**config.mk**
```make
export PLATFORM = sky130hd
export DESIGN_NAME = nn_input_loader
export DESIGN_NICKNAME = d
export VERILOG_FILES = /design/src/rtl/nn_input_loader.sv
export SDC_FILE = /design/constraint.sdc
export NUM_CORES = 1
export LEC_CHECK = 0
export ABC_AREA = 1
export BUFFER_PORTS_ARGS = -buffer_cell sky130_fd_sc_hd__buf_2
export CAP_MARGIN = 20
export CORE_ASPECT_RATIO = 0.7
export CORE_UTILIZATION = 46
export DETAILED_ROUTE_END_ITERATION = 8
export PLACE_DENSITY = 0.73
export SLEW_MARGIN = 20
export SYNTH_ARGS = -nofsm -noshare
export SYNTH_HDL_FRONTEND = slang
export SYNTH_SLANG_ARGS = --single-unit
```
**constraint.sdc**
```tcl
create_clock -name clk -period 17.1 [get_ports clk]
set_clock_uncertainty 0.2 [all_clocks]
set_input_delay 5.13 -clock clk [delete_from_list [all_inputs] [get_ports clk]]
set_output_delay 5.13 -clock clk [all_outputs]
set_load 0.01 [all_outputs]
```
**src/rtl/nn_input_loader.sv**
```systemverilog
// Assembles N_IN streamed words into a double-buffered frame held on in_bus; frame appears the cycle after its last accept.
// s_ready drops only when a completing word would overwrite an unacknowledged held frame.
module nn_input_loader #(
   parameter int N_IN  = 22,
   parameter int W     = 16,
   parameter int CNT_W = 8
) (
   input  logic              clk,
   input  logic              rst,
   input  logic [W-1:0]      s_data,
   input  logic              s_valid,
   input  logic              s_last,
   output logic              s_ready,
   output logic [N_IN*W-1:0] in_bus,
   output logic              frame_valid,
   input  logic              frame_ack,
   output logic              frame_err,
   output logic [CNT_W-1:0]  frame_cnt
);
   localparam int IDX_W = $clog2(N_IN);
   localparam logic [IDX_W-1:0] LAST_IDX = IDX_W'(N_IN - 1);

   logic [IDX_W-1:0]  idx_q, idx_d;
   logic [W-1:0]      fill_q [N_IN];
   logic [W-1:0]      fill_d [N_IN];
   logic [N_IN*W-1:0] in_bus_q, in_bus_d;
   logic              frame_valid_q, frame_valid_d;
   logic              frame_err_q, frame_err_d;
   logic [CNT_W-1:0]  frame_cnt_q, frame_cnt_d;
   logic              at_last;
   logic              accept;

   assign at_last = (idx_q == LAST_IDX);
   // An ack on the same edge frees the holding register, so completion may proceed.
   assign s_ready = !rst && !(at_last && frame_valid_q && !frame_ack);
   assign accept  = s_valid && s_ready;

   always_comb begin
      idx_d         = idx_q;
      fill_d        = fill_q;
      in_bus_d      = in_bus_q;
      frame_valid_d = frame_valid_q;
      frame_err_d   = 1'b0;
      frame_cnt_d   = frame_cnt_q;

      if (frame_valid_q && frame_ack) begin
         frame_valid_d = 1'b0;
      end

      if (accept) begin
         fill_d[idx_q] = s_data;
         if (at_last) begin
            for (int i = 0; i < N_IN - 1; i++) begin
               in_bus_d[i*W +: W] = fill_q[i];
            end
            in_bus_d[(N_IN-1)*W +: W] = s_data;
            frame_valid_d = 1'b1;
            frame_cnt_d   = frame_cnt_q + 1'b1;
            idx_d         = '0;
         end else if (s_last) begin
            idx_d       = '0;
            frame_err_d = 1'b1;
         end else begin
            idx_d = idx_q + 1'b1;
         end
      end
   end

   always_ff @(posedge clk or posedge rst) begin
      if (rst) begin
         idx_q <= '0;
         for (int i = 0; i < N_IN; i++) begin
            fill_q[i] <= '0;
         end
         in_bus_q      <= '0;
         frame_valid_q <= 1'b0;
         frame_err_q   <= 1'b0;
         frame_cnt_q   <= '0;
      end else begin
         idx_q         <= idx_d;
         fill_q        <= fill_d;
         in_bus_q      <= in_bus_d;
         frame_valid_q <= frame_valid_d;
         frame_err_q   <= frame_err_d;
         frame_cnt_q   <= frame_cnt_d;
      end
   end

   assign in_bus      = in_bus_q;
   assign frame_valid = frame_valid_q;
   assign frame_err   = frame_err_q;
   assign frame_cnt   = frame_cnt_q;
endmodule
```
After elaboration in Yosys (flattened, before gate mapping)
Index checks and enable logic that the tools add are counted.
{"block": "totals", "regBits": 719, "output_inout_bits": 363, "input_bits": 21, "elab_cells": 54}
{"block": "op_classes", "muxes": 11, "bitwise": 1, "n_addsub": 2, "reduce_logical": 10, "magnitude_cmp": 2, "n_eq_ne": 1}
{"cell": "$bwmux 352", "n": 1}
{"cell": "$demux 16 s5", "n": 1}
{"cell": "$mux 16", "n": 1}
{"cell": "$mux 5", "n": 2}
{"cell": "$add 8x1->8 const B", "n": 1}
{"cell": "$ge 6x6->1 const B", "n": 1}
{"cell": "$logic_and 1x1->1", "n": 6}
{"cell": "$lt 6x1->1 const B", "n": 1}
{"cell": "$mux 1", "n": 6}
{"cell": "$not 5->6", "n": 1}
{"cell": "$add 5x1->5 const B", "n": 1}
{"cell": "$eq 5x5->1 const B", "n": 1}
{"cell": "$logic_not 1->1", "n": 3}
{"cell": "$reduce_and 2->1", "n": 1}

Longest topological paths before layout
{"block": "logic_depth", "ltp_word": 7, "mapped_depth": 10, "mapped_depth_nobuf": 8}

Least setup slack after synthesis
Ideal clock, no wire load.
{"block": "synth_timing", "path_kind": "in2reg", "start": "input rst", "end": "register fill_q[340] (netlist bit)", "required_ns": 16.781, "path_slack_ns": 0.835, "cell_stages": 6, "arrival_ns": 15.946, "path_buffers": 2, "path_cell_list": "inv_1 > buf_2 > nand4_2 > buf_2 > nand2_1 > nand2_1"}
{"block": "synth_between", "elab_chain_len": 3}
{"item": "start: declaration", "line_no": "9", "text": "input logic rst,"}
{"item": "$logic_not 1->1 (no line)"}
{"item": "$logic_and 1x1->1", "line_no": "35", "text": "assign s_ready = !rst && !(at_last && frame_valid_q && !frame_ack);"}
{"item": "$logic_and 1x1->1", "line_no": "36", "text": "assign accept = s_valid && s_ready;"}
{"item": "end signal: assignment", "line_no": "81", "text": "fill_q <= fill_d;"}
{"item": "end: declaration", "line_no": "24", "text": "logic [W-1:0] fill_q [N_IN];"}
Every way passes these cells.
A chain may end at the register's enable or synchronous reset.

Final worst setup path
{"block": "layout_timing", "start": "input frame_ack", "end": "output s_ready"}
{"block": "layout_between", "elab_chain_len": 4}
{"item": "start: declaration", "line_no": "16", "text": "input logic frame_ack,"}
{"item": "$logic_not 1->1", "line_no": "35"}
{"item": "$logic_and 1x1->1", "line_no": "35"}
{"item": "$logic_not 1->1", "line_no": "35"}
{"item": "$logic_and 1x1->1", "line_no": "35"}
{"item": "end: declaration", "line_no": "13", "text": "output logic s_ready,"}
Every way passes these cells.

==> results.sh <==
export IMPL_viasPerCell=5.43
export IMPL_hold_viol=0
export IMPL_numPlacedInstances=4131
export IMPL_cts_buffer_depth=3
export IMPL_cts_repair_resized=0
export IMPL_utilization=0.540
export IMPL_critical_path_required_ns=11.77
export IMPL_min_path_cells=2
export IMPL_insertion_delay_ns=0.59
export IMPL_synth_cell_area_um2=28200
export IMPL_syn_inst=3153
export IMPL_cts_clk_slew_worst_paths_ns=0.06
export IMPL_critPathKind="in -> out"
export IMPL_pwr_density_cell_nw_per_um2=108
export IMPL_die_w_um=298
export IMPL_r2r_setup_slack_ns=13.05
export IMPL_min_period_over_period=0.669
export IMPL_cts_htree_levels=3
export IMPL_grt_pass1_vias=21400
export IMPL_cp_arrival_ns=6.10
export IMPL_r2r_end="in_bus[129]"
export IMPL_post_dp_cell_area_um2=30300
export IMPL_place_hpwl_mm=45.0
export IMPL_grt_max_degree=185
export IMPL_seq_area_frac_synth=0.624
export IMPL_synth_distinct_cells=22
export IMPL_antenna_found_initial=0
export IMPL_initial_core_util=0.468
export IMPL_ctsHoldBuffers=0
export IMPL_cts_tree="yes"
export IMPL_slew_violations=0
export IMPL_die_area_um2=62300
export IMPL_setup_tns_ns=0
export IMPL_gp_congestion=0.784
export IMPL_wl_per_cell_um=19.5
export IMPL_synth_seq_cells=703
export IMPL_syn_nets=3179
export IMPL_drive_gt1_frac=0.164
export IMPL_cts_sinks=703
export IMPL_fmax_mhz=87.5
export IMPL_worstSetupEndpoint="s_ready"
export IMPL_post_cts_setup_buffer_count=0
export IMPL_core_rowCount=75
export IMPL_track_usage=0.264
export IMPL_rsz0062_at_grt="no"
export IMPL_tightest_slew_ns=1.12
export IMPL_dr_first_iter_drc_count=2780
export IMPL_grt_ovfl_total=0
export IMPL_first_pass_iters=5
export IMPL_cp_start_kind="primary input"
export IMPL_grt_pass1_wl_mm=129
export IMPL_drt_wl_total_mm=82.8
export IMPL_outcome="finished clean"
export IMPL_numCtsBuffers=70
export IMPL_portBuffers=383
export IMPL_reg2reg_from="idx_q[1]"
export IMPL_yosys_warnings=0
export IMPL_min_period_ns=11.43
export IMPL_die_y_um=209
export IMPL_relSlewSlack=0.254
export IMPL_synth_avg_cell_area_um2=8.94
export IMPL_final_cells=4249
export IMPL_total_power_mw=3.53
export IMPL_ir_drop_mv=0.0742
export IMPL_endpoint_kind="output pin"
export IMPL_syn2layout_area_growth_pct=15.5
export IMPL_cp_startpoint="frame_ack"
export IMPL_drc=0
export IMPL_fill_cells=5508
export IMPL_hold_class="reg -> reg"
export IMPL_final_common_cell="nand2_1"
export IMPL_setup_viol=0
export IMPL_ant_nets=0
export IMPL_reg2reg_depth=10
export IMPL_worstPathMaxFanout=3
export IMPL_layout_common_cells="1770 x nand2_1, 703 x dfrtp_1, 382 x buf_2, 343 x nand4_1, 70 x clkbuf_16"
export IMPL_root_buffer="clkbuf_16"
export IMPL_leakage_nw=19.3
export IMPL_coreArea_um2=60200
export IMPL_fin_nets=3421
export IMPL_cap_violations=0
export IMPL_design_area_um2=32500
export IMPL_io_pin_count=384
export IMPL_vias=23100
stage by stage:
| step | hold WS [ns] | setup slack [ns] |
|---|---|---|
| floorplan | 0.242 | 5.04 |
| global route | 0.278 | 5.62 |
| finish | 0.263 | 5.67 |
| CTS | 0.260 | 5.69 |
| global placement | 0.246 | 5.64 |
| detailed placement | 0.251 | 5.69 |
state kept, by name, summed over array words and instances, names as in the netlist:
register	flops
fill_q	336
frame_cnt	8
frame_err	1
frame_valid	1
idx_q	5
in_bus	352
worst max-delay path, cell delays in order:
cell    delay, ns
buf_2        0.09
nor2_1       0.28
inv_1        0.12
nor2_1       0.24
nor2_4       0.09
buf_2        0.15
cells by family after synthesis:
logic type,Yosys count,synth area share
and+or+nand+nor,2182,0.331
DFF,703,0.624
buffers and inverters,255,0.0403
xor gates and xnor gates,5,0.00155
adders and majority gates,5,0.00222
AOI/OAI and AO/OA,3,0.000533
synthesized netlist by cell type:
cell type  count  share of area
clkinv_1       3        0.00040
nand3_2        4         0.0014
ha_1           5         0.0022
nand3_1       10         0.0018
inv_2          3        0.00040
xor2_1         1        0.00031
nand3b_1       1        0.00027
buf_4          4         0.0011
nor2_4         1        0.00040
inv_1         14         0.0019
clkbuf_1      76          0.010
nor2_2        21         0.0047
nand4_2       21         0.0093
xnor2_1        4         0.0012
buf_2        131          0.023
buf_1         24         0.0032
nor3_1         1        0.00018
dfrtp_1      703           0.62
nand2_1     1771           0.24
nor2_1         9         0.0012
o21ai_0        3        0.00053
nand4_1      343          0.076
worst min path at each step:
stage                      startpoint          end
after floorplan           fill_q[336]    in_bus[0]
after global placement     fill_q[47]  in_bus[319]
after detailed placement  fill_q[298]   in_bus[58]
after CTS                 fill_q[315]   in_bus[43]
after global routing      fill_q[347]   in_bus[11]
final                      fill_q[66]  in_bus[274]
where the power goes:
group          internal (mW)  switching [mW]
sequential              1.75          0.0477
combinational         0.0483           0.164
clock                  0.868           0.649
per-layer routing:
layer	global-route usage	vias to the layer above	wire length (µm)
met5	0	-	0
met3	0.0504	136	6930
met2	0.375	954	36400
met1	0.411	11400	37700
met4	0.0709	0	1850
li1	-	10600	-
area by class of cell:
class	count	area, µm²	share of cell area
clock buffers	99	2050	0.0630
diodes	1	2.50	0.0000769
flip-flops and latches	703	17600	0.541
repair buffers	405	2130	0.0654
inverters	20	95.1	0.00292
well taps	808	1010	0.0311
clock inverters	18	198	0.00607
multi-input cells	2195	9460	0.291
Power figures use the tool's default switching activity.
